===== src/rtl/par2ser_com.sv =====
`default_nettype none
// ============================================================================
// Module   : par2ser_com
// Brief    : Byte-to-serial converter with K28.5 COM initialization and fill.
// Revision : 1.0
// ============================================================================
module par2ser_com #(
  parameter logic [7:0] COM      = 8'hBC,
  parameter int         INIT_COM = 4
) (
  input  logic       clk32f,
  input  logic       reset,
  input  logic [7:0] in,
  input  logic       validin,
  output logic       out,
  output logic       load,
  output logic       active
);

  typedef enum logic [0:0] {
    ST_INIT = 1'b0,
    ST_RUN  = 1'b1
  } state_t;

  localparam logic [3:0] c_LAST_COM = 4'(INIT_COM - 1);

  state_t     state_q, state_d;
  logic [2:0] cnt_q, cnt_d;
  logic [7:0] shreg_q, shreg_d;
  logic [3:0] com_cnt_q, com_cnt_d;
  logic       w_byte_end;

  assign w_byte_end = (cnt_q == 3'd7);

  always_ff @(posedge clk32f) begin
    if (reset) begin
      state_q   <= ST_INIT;
      cnt_q     <= 3'd0;
      shreg_q   <= 8'h00;
      com_cnt_q <= 4'd0;
    end else begin
      state_q   <= state_d;
      cnt_q     <= cnt_d;
      shreg_q   <= shreg_d;
      com_cnt_q <= com_cnt_d;
    end
  end

  // Byte boundary reloads the shifter so consecutive bytes abut with no gap.
  always_comb begin
    state_d   = state_q;
    cnt_d     = cnt_q + 3'd1;
    shreg_d   = {shreg_q[6:0], 1'b0};
    com_cnt_d = com_cnt_q;
    if (w_byte_end) begin
      case (state_q)
        ST_INIT: begin
          shreg_d   = COM;
          com_cnt_d = com_cnt_q + 4'd1;
          if (com_cnt_q == c_LAST_COM) begin
            state_d = ST_RUN;
          end
        end
        ST_RUN: begin
          shreg_d = validin ? in : COM;
        end
        default: begin
          state_d = ST_INIT;
        end
      endcase
    end
  end

  assign out    = shreg_q[7];
  assign load   = w_byte_end && (state_q == ST_RUN);
  assign active = (state_q == ST_RUN);

endmodule
`default_nettype wire


===== config.mk =====
export PLATFORM = sky130hd
export DESIGN_NAME = par2ser_com
export DESIGN_NICKNAME = d
export VERILOG_FILES = /design/src/rtl/par2ser_com.sv
export SDC_FILE = /design/constraint.sdc
export NUM_CORES = 1
export LEC_CHECK = 0
export BUFFER_PORTS_ARGS = -buffer_cell sky130_fd_sc_hd__buf_2
export CAP_MARGIN = 10
export CORE_AREA = 2 2 39 41
export DETAILED_ROUTE_END_ITERATION = 10
export DIE_AREA = 0 0 41 43
export PLACE_DENSITY = 0.67
export RECOVER_POWER = 50
export SLEW_MARGIN = 20
export SYNTH_ARGS = -nofsm -noshare
export SYNTH_HDL_FRONTEND = slang
export SYNTH_SLANG_ARGS = --single-unit

===== constraint.sdc =====
create_clock -name clk32f -period 3.9 [get_ports clk32f]
set_input_delay 0.39 -clock clk32f [delete_from_list [all_inputs] [get_ports clk32f]]
set_output_delay 0.39 -clock clk32f [all_outputs]
set_load 0.01 [all_outputs]

# Word level (Yosys, flattened, before mapping)
# Cells that the tools add are included.
word_totals:
  elab_cells: 19
  register_bits: 16
  in_bits: 11
op_classes:
  eq_ne: 2
  mux: 5
  addsub: 2
  bitwise_logic: 2
  reduce_logical: 3
op_table:
  columns: ["cell", "n"]
  rows:
  - ["8-bit 2-to-1 mux", 2]
  - ["8-bit one-hot mux with 2 select lines", 1]
  - ["4-bit by 1-bit adder with 4-bit output, second input constant", 1]
  - ["4-bit by 2-bit equality test with 1-bit output, second input constant", 1]
  - ["3-bit by 1-bit adder with 3-bit output, second input constant", 1]
  - ["3-bit equality test, second input constant", 1]
  - ["1-bit 2-to-1 mux", 2]
  - ["1-bit NOT", 2]
  - ["2-bit AND reduction", 1]
  - ["2-bit OR reduction", 1]
  - ["1-bit logical AND", 1]

# Longest topological paths before layout
# Gate-level depths: netlist of the first run.
depth:
  word_depth: 3
  ltp_mapped: 6
  depth_no_buf: 5

# Worst setup path before layout of the first run
# Ideal clock, no wire load.
synth_path:
  path_kind: "register to output"
  startpoint: "register cnt_q[0]"
  endpoint: "output load"
  n_path_buf: 2
  slack_ns: 2.384
  required_time_ns: 3.510
  arrival_ns: 1.126
  stages_incl_launch_ff: 6
  cell_sequence: "dfxtp_1 > ha_1 > ha_1 > buf_6 > buf_2 > and2_1"
synth_via:
  elab_chain_cells: 2
synth_lines:
  columns: ["element", "line", "text"]
  rows:
  - ["start: declaration", "28", "logic [2:0] cnt_q, cnt_d;"]
  - ["start signal: assignment", "43", "cnt_q <= cnt_d;"]
  - ["3-bit equality test", "33", "assign w_byte_end = (cnt_q == 3'd7);"]
  - ["1-bit logical AND", "75", "assign load = w_byte_end && (state_q == ST_RUN);"]
  - ["end: declaration", "16", "output logic load,"]
# No other way between the ends.

# Worst setup path in the final report of the first run
# Same ends and word-level chain as after synthesis.

==> results of run 1 <==
worst max path at each step:
stage,end,cells past startpoint
after CTS,load,4
after detailed placement,com_cnt_q[3],5
after global placement,com_cnt_q[3],5
after floorplan,load,5
after global routing,load,4
final,load,4
Yosys cell counts:
master and count:
a21oi_1 2, dfxtp_1 16, nor2_1 17, nand4_1 3
nand2b_1 2, nand2_1 2, mux2_4 1, clkbuf_1 2
nand3b_1 1, a31oi_1 1, xor2_1 1, nor2b_1 3
mux2i_1 1, buf_6 1, ha_1 3, and2_1 1
a211oi_1 5, nor3_1 1, nor2b_4 1, buf_2 1
xnor2_1 1
cells by family after synthesis:
| family | count (synthesis) | share of synthesized area [%] |
|---|---|---|
| AO/OA/AOI/OAI | 8 | 8.516 |
| XOR/XNOR | 2 | 2.773 |
| AND/OR/NAND/NOR | 31 | 24.36 |
| multiplexers | 2 | 3.960 |
| adder cells (fa/ha/maj) | 3 | 5.941 |
| flip-flops | 16 | 50.69 |
| buffers and inverters | 4 | 3.762 |
area by class of cell:
type / instances / area, µm² / share of cell area [%]
Sequential cell: 16 / 320.3 / 44.14
Multi-Input combinational cell: 46 / 287.8 / 39.66
Timing Repair Buffer: 13 / 61.31 / 8.448
Clock buffer: 4 / 36.28 / 5.000
Tap cell: 16 / 20.02 / 2.759
flip-flops by register name, indices dropped and copies added (netlist names):
name       count
shreg_q        8
com_cnt_q      4
cnt_q          3
active         1
worst max-delay path: cells and delay by family (launching register included):
| kind | cells | cell delay [ps] |
|---|---|---|
| and+or+nand+nor | 1 | 210 |
| adders and majority gates | 2 | 670 |
| DFF | 1 | 340 |
| buffers and inverters | 1 | 120 |
through the flow:
step / utilization, % / hold WS, ps / worst slack (ps) / power, W
after floorplan: - / 399.2 / 2384 / 0.0001774
after global placement: 50.09 / 409.0 / 2127 / 0.0001835
after detailed placement: 50.09 / 420.3 / 2065 / 0.0001844
after CTS: 52.71 / 324.8 / 1859 / 0.0002914
after global routing: 52.44 / 333.1 / 1771 / 0.0003010
final: 52.44 / 326.5 / 1882 / 0.0002884
layer usage:
layer,up-vias,global-route usage [%],share of wire (%)
li1,246,-,-
met1,215,17.49,46
met2,10,21.88,46
met3,2,9.424,5.8
met4,0,6.000,1.7
met5,-,0,0
cell usage in the layout, fill, tap and decap left out, drive strengths merged, types with 2 or more instances in the layout:
master / count
clkbuf: 7
ha: 3
dfxtp: 16
a21oi: 2
nor2: 17
buf: 10
a211oi: 5
nor2b: 4
nand2b: 2
nand2: 2
nand4: 3
power breakdown:
group          switching, W  internal (W)
combinational    0.00000644    0.00000632
clock             0.0000514     0.0000569
sequential       0.00000117      0.000166
==> out/qor.txt, run 1 <==
Status = completed
CTS Sinks = 16
Rows = 14
Core Box Area = 1384 µm²
Initial antenna violation count = 0
Iteration count of the initial detailed-routing pass = 1
Worst Hold End = shreg_q[0]
Total congestion overflow = 0
Cells after synthesis = 66
First-pass GRT wire length = 1697 µm
Post-CTS Setup Inserts = 0
CTS HTree Levels = 1
Total CTS buffers = 3
Hold WC Path Type = input port to flop
Slew @ Worst Pin = 727.9 ps
Mapped Nets = 80
Setup violators final = 0
Area growth, synth to finish = 14.85%
Worst Skew = 5.020 ps
Die ar. = 1763 µm²
FMAX = 0.4955 GHz
VDD IR-drop max = 0.2833 mV
Hold_buf cts = 0
Slowest cell on the critical path = ha_1
CP Capture Type = output port
Fill count = 126
Placed wire-length estimate = 753.8 µm
Vias = 473
N_diodes = 0
Routed len/inst = 11.22 µm
Iter 0 DRT Violations = 0
Flops & latches, synth = 16
Largest area contributor in the netlist = dfxtp_1
Worst Reg-to-Reg Cells = 5
Main area contributors after synthesis = dfxtp_1 (51%), nor2_1 (10%), a211oi_1 (5.9%)
Yosys warning count = 0
FF-to-FF End = com_cnt_q[3]
PostCTS Resize Cnt = 0
Hold Fails Final Rpt = 0
# IOs = 14
Post-route cell area = 725.7 µm²
Total global-route track usage = 15.18%
LEAKAGE = 0.2905 nW
Clk slew on worst S/H paths = 90 ps
Clock Path Buffers = 2
Final Max Slew Viols = 0
Worst endpoint required time = 3510 ps
Largest net degree at the start of global routing = 20
Largest stage delay, worst path = 510 ps
Worst-path cell chain = ha_1, ha_1, and2_1, buf_2
Post-synthesis sequential area ratio = 50.69%
Worst Setup Start Kind = flop
Hold path startpoint = in[0]
Unrepaired setup endpoints after global routing = no
Setup Crit Path Kind = flop to output port
Critical Path Source = cnt_q[0]
Pwr per Cell Area = 397.4 nW/µm²
Critical-path maximum fanout = 19
Post-synth top area share = 50.69%
Placed insts = 91
Clk Latency, worst-skew pair = 290 ps
Nets = 94
Synth Cell Area = 631.9 µm²
Clock Tree Root = clkbuf_4
Die Span X = 41 µm
Post-Layout Cell Count = 95
Final wirelength = 1066 µm
Worst EP arrival = 1630 ps
Post-DRT Antenna Nets = 0
Gpl congestion = 0.6619
Vias in the first global route = 412
Worst slew margin = 51.48%
Post-route minimum period = 2018 ps
Fraction of layout cells with a size suffix above 1 = 20.25%
CTS tree = yes
Synth unique cells = 21
Placed cell area = 693.2 µm²
Hold path cells = 3
IO Port Bufs = 13
Avg Vias per Cell = 4.979
Syn_area_per_cell = 9.574 µm²
Tcrit/Tclk final = 51.75%
CP dominant cell by count = ha_1
Setup slack, reg-to-reg = 2070 ps
R2r startpoint = cnt_q[0]
Max cap viols = 0
Chip height = 43 µm
DRC Markers = 0
Fin Setup TNS = 0 ps
Starting Density = 45.66%
No activity file was read; power rests on OpenSTA's default activity.
==> inputs of run 2 (changes only) <==
==> constraint.sdc (replaced) <==
create_clock -name clk32f -period 1.9 [get_ports clk32f]
set_input_delay 0.19 -clock clk32f [delete_from_list [all_inputs] [get_ports clk32f]]
set_output_delay 0.19 -clock clk32f [all_outputs]
set_load 0.01 [all_outputs]
==> run 2 against run 1 <==
- via count decreased by 1.1%
- sequential power increased by 110%
- first-iteration DRC count increased by 4
- flip-flop and latch count unchanged
- combinational power increased by 92%
- hold slack got worse by 200 ps
- cell count increased by 1.1%
- count of clock-buffer cells in the layout unchanged
- design area increased by 0.17%
- sequential share of layout area decreased by 0.076 points
- largest cell class unchanged
- highest routed layer unchanged
==> out/qor.txt, run 2 (same netlist as run 1, synthesis figures left out) <==
Clk slew on worst S/H paths = 90 ps (about the same)
Starting Density = 45.66% (unchanged)
CP dominant cell by count = ha_1
Worst slew margin = 81.37% (+30 points)
Critical-path maximum fanout = 7 (-12)
Worst endpoint required time = 2080 ps (-1430 ps)
Clock Path Buffers = 2 (unchanged)
Reg with most FFs = shreg_q
Worst EP arrival = 1790 ps (+160 ps)
Routed len/inst = 9.802 µm (-13%)
Placed cell area = 700.7 µm² (+1.1%)
Sequential power share = 58.4% (+0.4 points)
Hold_buf cts = 0 (unchanged)
Switching Fraction = 19.90% (-0.57 points)
Slew @ Worst Pin = 279.5 ps (-448.4 ps)
Vias in the first global route = 414 (+0.49%)
FMAX = 0.6198 GHz
Rows = 14 (unchanged)
Worst Setup Start Kind = flop
Gpl congestion = 0.7097 (+7.2%)
Total CTS buffers = 3 (unchanged)
Critical Path Source = cnt_q[0]
Unrepaired setup endpoints after global routing = no
Largest register FFs = 8 (unchanged)
Iteration count of the initial detailed-routing pass = 4 (+3)
Final wirelength = 941 µm (-12%)
Initial antenna violation count = 0 (unchanged)
Top Layer Used = met4
Post-CTS Setup Inserts = 0 (unchanged)
Largest net degree at the start of global routing = 18 (-10%)
Final Max Slew Viols = 0 (unchanged)
LEAKAGE = 0.2985 nW (+2.8%)
Sw Pwr = 0.0001169 W (+98%)
FF-to-FF End = com_cnt_q[3]
Post-route minimum period = 1613 ps
Worst Skew = 0.9923 ps (-4.027 ps)
Setup Crit Path Kind = flop to flop
Nets = 95 (+1.1%)
Crit path depth = 5 (+1)
Iter 0 DRT Violations = 4 (+4)
Crit path to = com_cnt_q[3]
Largest stage delay, worst path = 340 ps (-170 ps)
Core Box Area = 1384 µm² (unchanged)
Fraction of layout cells with a size suffix above 1 = 21.25% (+1.0 points)
Total global-route track usage = 15.50% (+0.32 points)
Tcrit/Tclk final = 84.92%
Worst Reg-to-Reg Cells = 5 (unchanged)
Post-route cell area = 726.9 µm² (+0.17%)
Placed wire-length estimate = 683.4 µm (-9.3%)
CP Buf/Inv Count = 0 (-1)
DRC Markers = 0 (unchanged)
Status = completed
CTS tree = yes
CTS Sinks = 16 (unchanged)
Slowest cell on the critical path = dfxtp_1
Hold Fails Final Rpt = 0 (unchanged)
Most common cell after layout, fill and taps aside = nor2_1
Regs by FF count = shreg_q (8), com_cnt_q (4), cnt_q (3)
Largest delay share family, worst path = simple AND/OR/NAND/NOR gates
WL met3 = 48 µm (-23%)
First-pass GRT wire length = 1773 µm (+4.5%)
Die Span X = 41 µm (unchanged)
Fin Setup TNS = 0 ps (unchanged)
Power Total = 0.0005876 W (+100%)
Clock Power Share = 37.4% (about the same)
Vias = 468 (-1.1%)
Setup slack, reg-to-reg = 290 ps (-1780 ps)
VDD IR-drop max = 0.5263 mV (+86%)
Setup violators final = 0 (unchanged)
Worst-path cell chain = ha_1, ha_1, nor2b_1, nand4_1, mux2_4
PostCTS Resize Cnt = 0 (unchanged)
Die ar. = 1763 µm² (unchanged)
Avg Vias per Cell = 4.875 (-2.1%)
Clock Tree Root = clkbuf_4
Chip height = 43 µm (unchanged)
Pwr per Cell Area = 808.3 nW/µm² (+100%)
# IOs = 14 (unchanged)
Area growth, synth to finish = 15.05%
IO Port Bufs = 13 (unchanged)
N_diodes = 0 (unchanged)
Post-DRT Antenna Nets = 0 (unchanged)
Metal-1 WL = 460 µm (-6.7%)
WL met2 = 394 µm (-20%)
Hold WC Path Type = input port to flop
R2r startpoint = cnt_q[0]
Clk Latency, worst-skew pair = 280 ps (about the same)
CTS HTree Levels = 1 (unchanged)
Gate power share = 4.2% (-0.2 points)
Internal power = 0.0004707 W (+110%)
Most frequent cells in the layout = nor2_1 (17), dfxtp_1 (16), buf_2 (11), a211oi_1 (5), nor2b_1 (4)
CP Capture Type = flop
Max cap viols = 0 (unchanged)
Total congestion overflow = 0 (unchanged)
==> run 2: through the flow <==
step | utilization (%) | worst slack [ps] | std cells | hold WS [ps]
after detailed placement | 50.63 | 389.7 | 92 | 413.0
after global placement | 50.63 | 431.0 | 92 | 408.1
final | 52.53 | 286.5 | 96 | 124.6
after global routing | 52.53 | 168.5 | 96 | 147.4
after floorplan | - | 464.5 | 66 | 316.4
after CTS | 53.25 | 331.4 | 96 | 123.9
==> run 2: worst register-to-register path, stage by stage (launching register included) <==
cell,delay [ps]
dfxtp_1,340
ha_1,140
ha_1,260
nor2b_1,300
nand4_1,150
mux2_4,310
==> run 2: worst min path at each step <==
stage                             to  depth (start not counted)     start
after floorplan           shreg_q[0]                          2     in[0]
after global placement      cnt_q[0]                          1  cnt_q[0]
after detailed placement    cnt_q[0]                          1  cnt_q[0]
after CTS                 shreg_q[0]                          3     in[0]
after global routing      shreg_q[0]                          3     in[0]
final                     shreg_q[0]                          3     in[0]
==> run 2: layout make-up <==
class / count / area, µm²
clock buffers: 4 / 36.28
fillers: 135 / 656.9
multi-input cells: 46 / 280.3
flip-flops and latches: 16 / 320.3
well taps: 16 / 20.02
repair buffers: 14 / 70.07
==> run 2: per-layer routing <==
metal	global-route usage, %	up-vias
met5	0	-
met4	12.00	0
met3	4.712	4
met2	21.56	8
met1	18.87	204
li1	-	252
==> run 2: power groups by stage <==
stage | Sequential [W] | Clock, W | Combinational, W
2_1_floorplan | 0.000351 | 0 | 0.0000134
3_3_place_gp | 0.000351 | 0 | 0.0000252
3_5_place_dp | 0.000351 | 0 | 0.0000249
4_1_cts | 0.000343 | 0.000227 | 0.0000254
5_1_grt | 0.000344 | 0.000246 | 0.0000290
6_report | 0.000343 | 0.000220 | 0.0000246
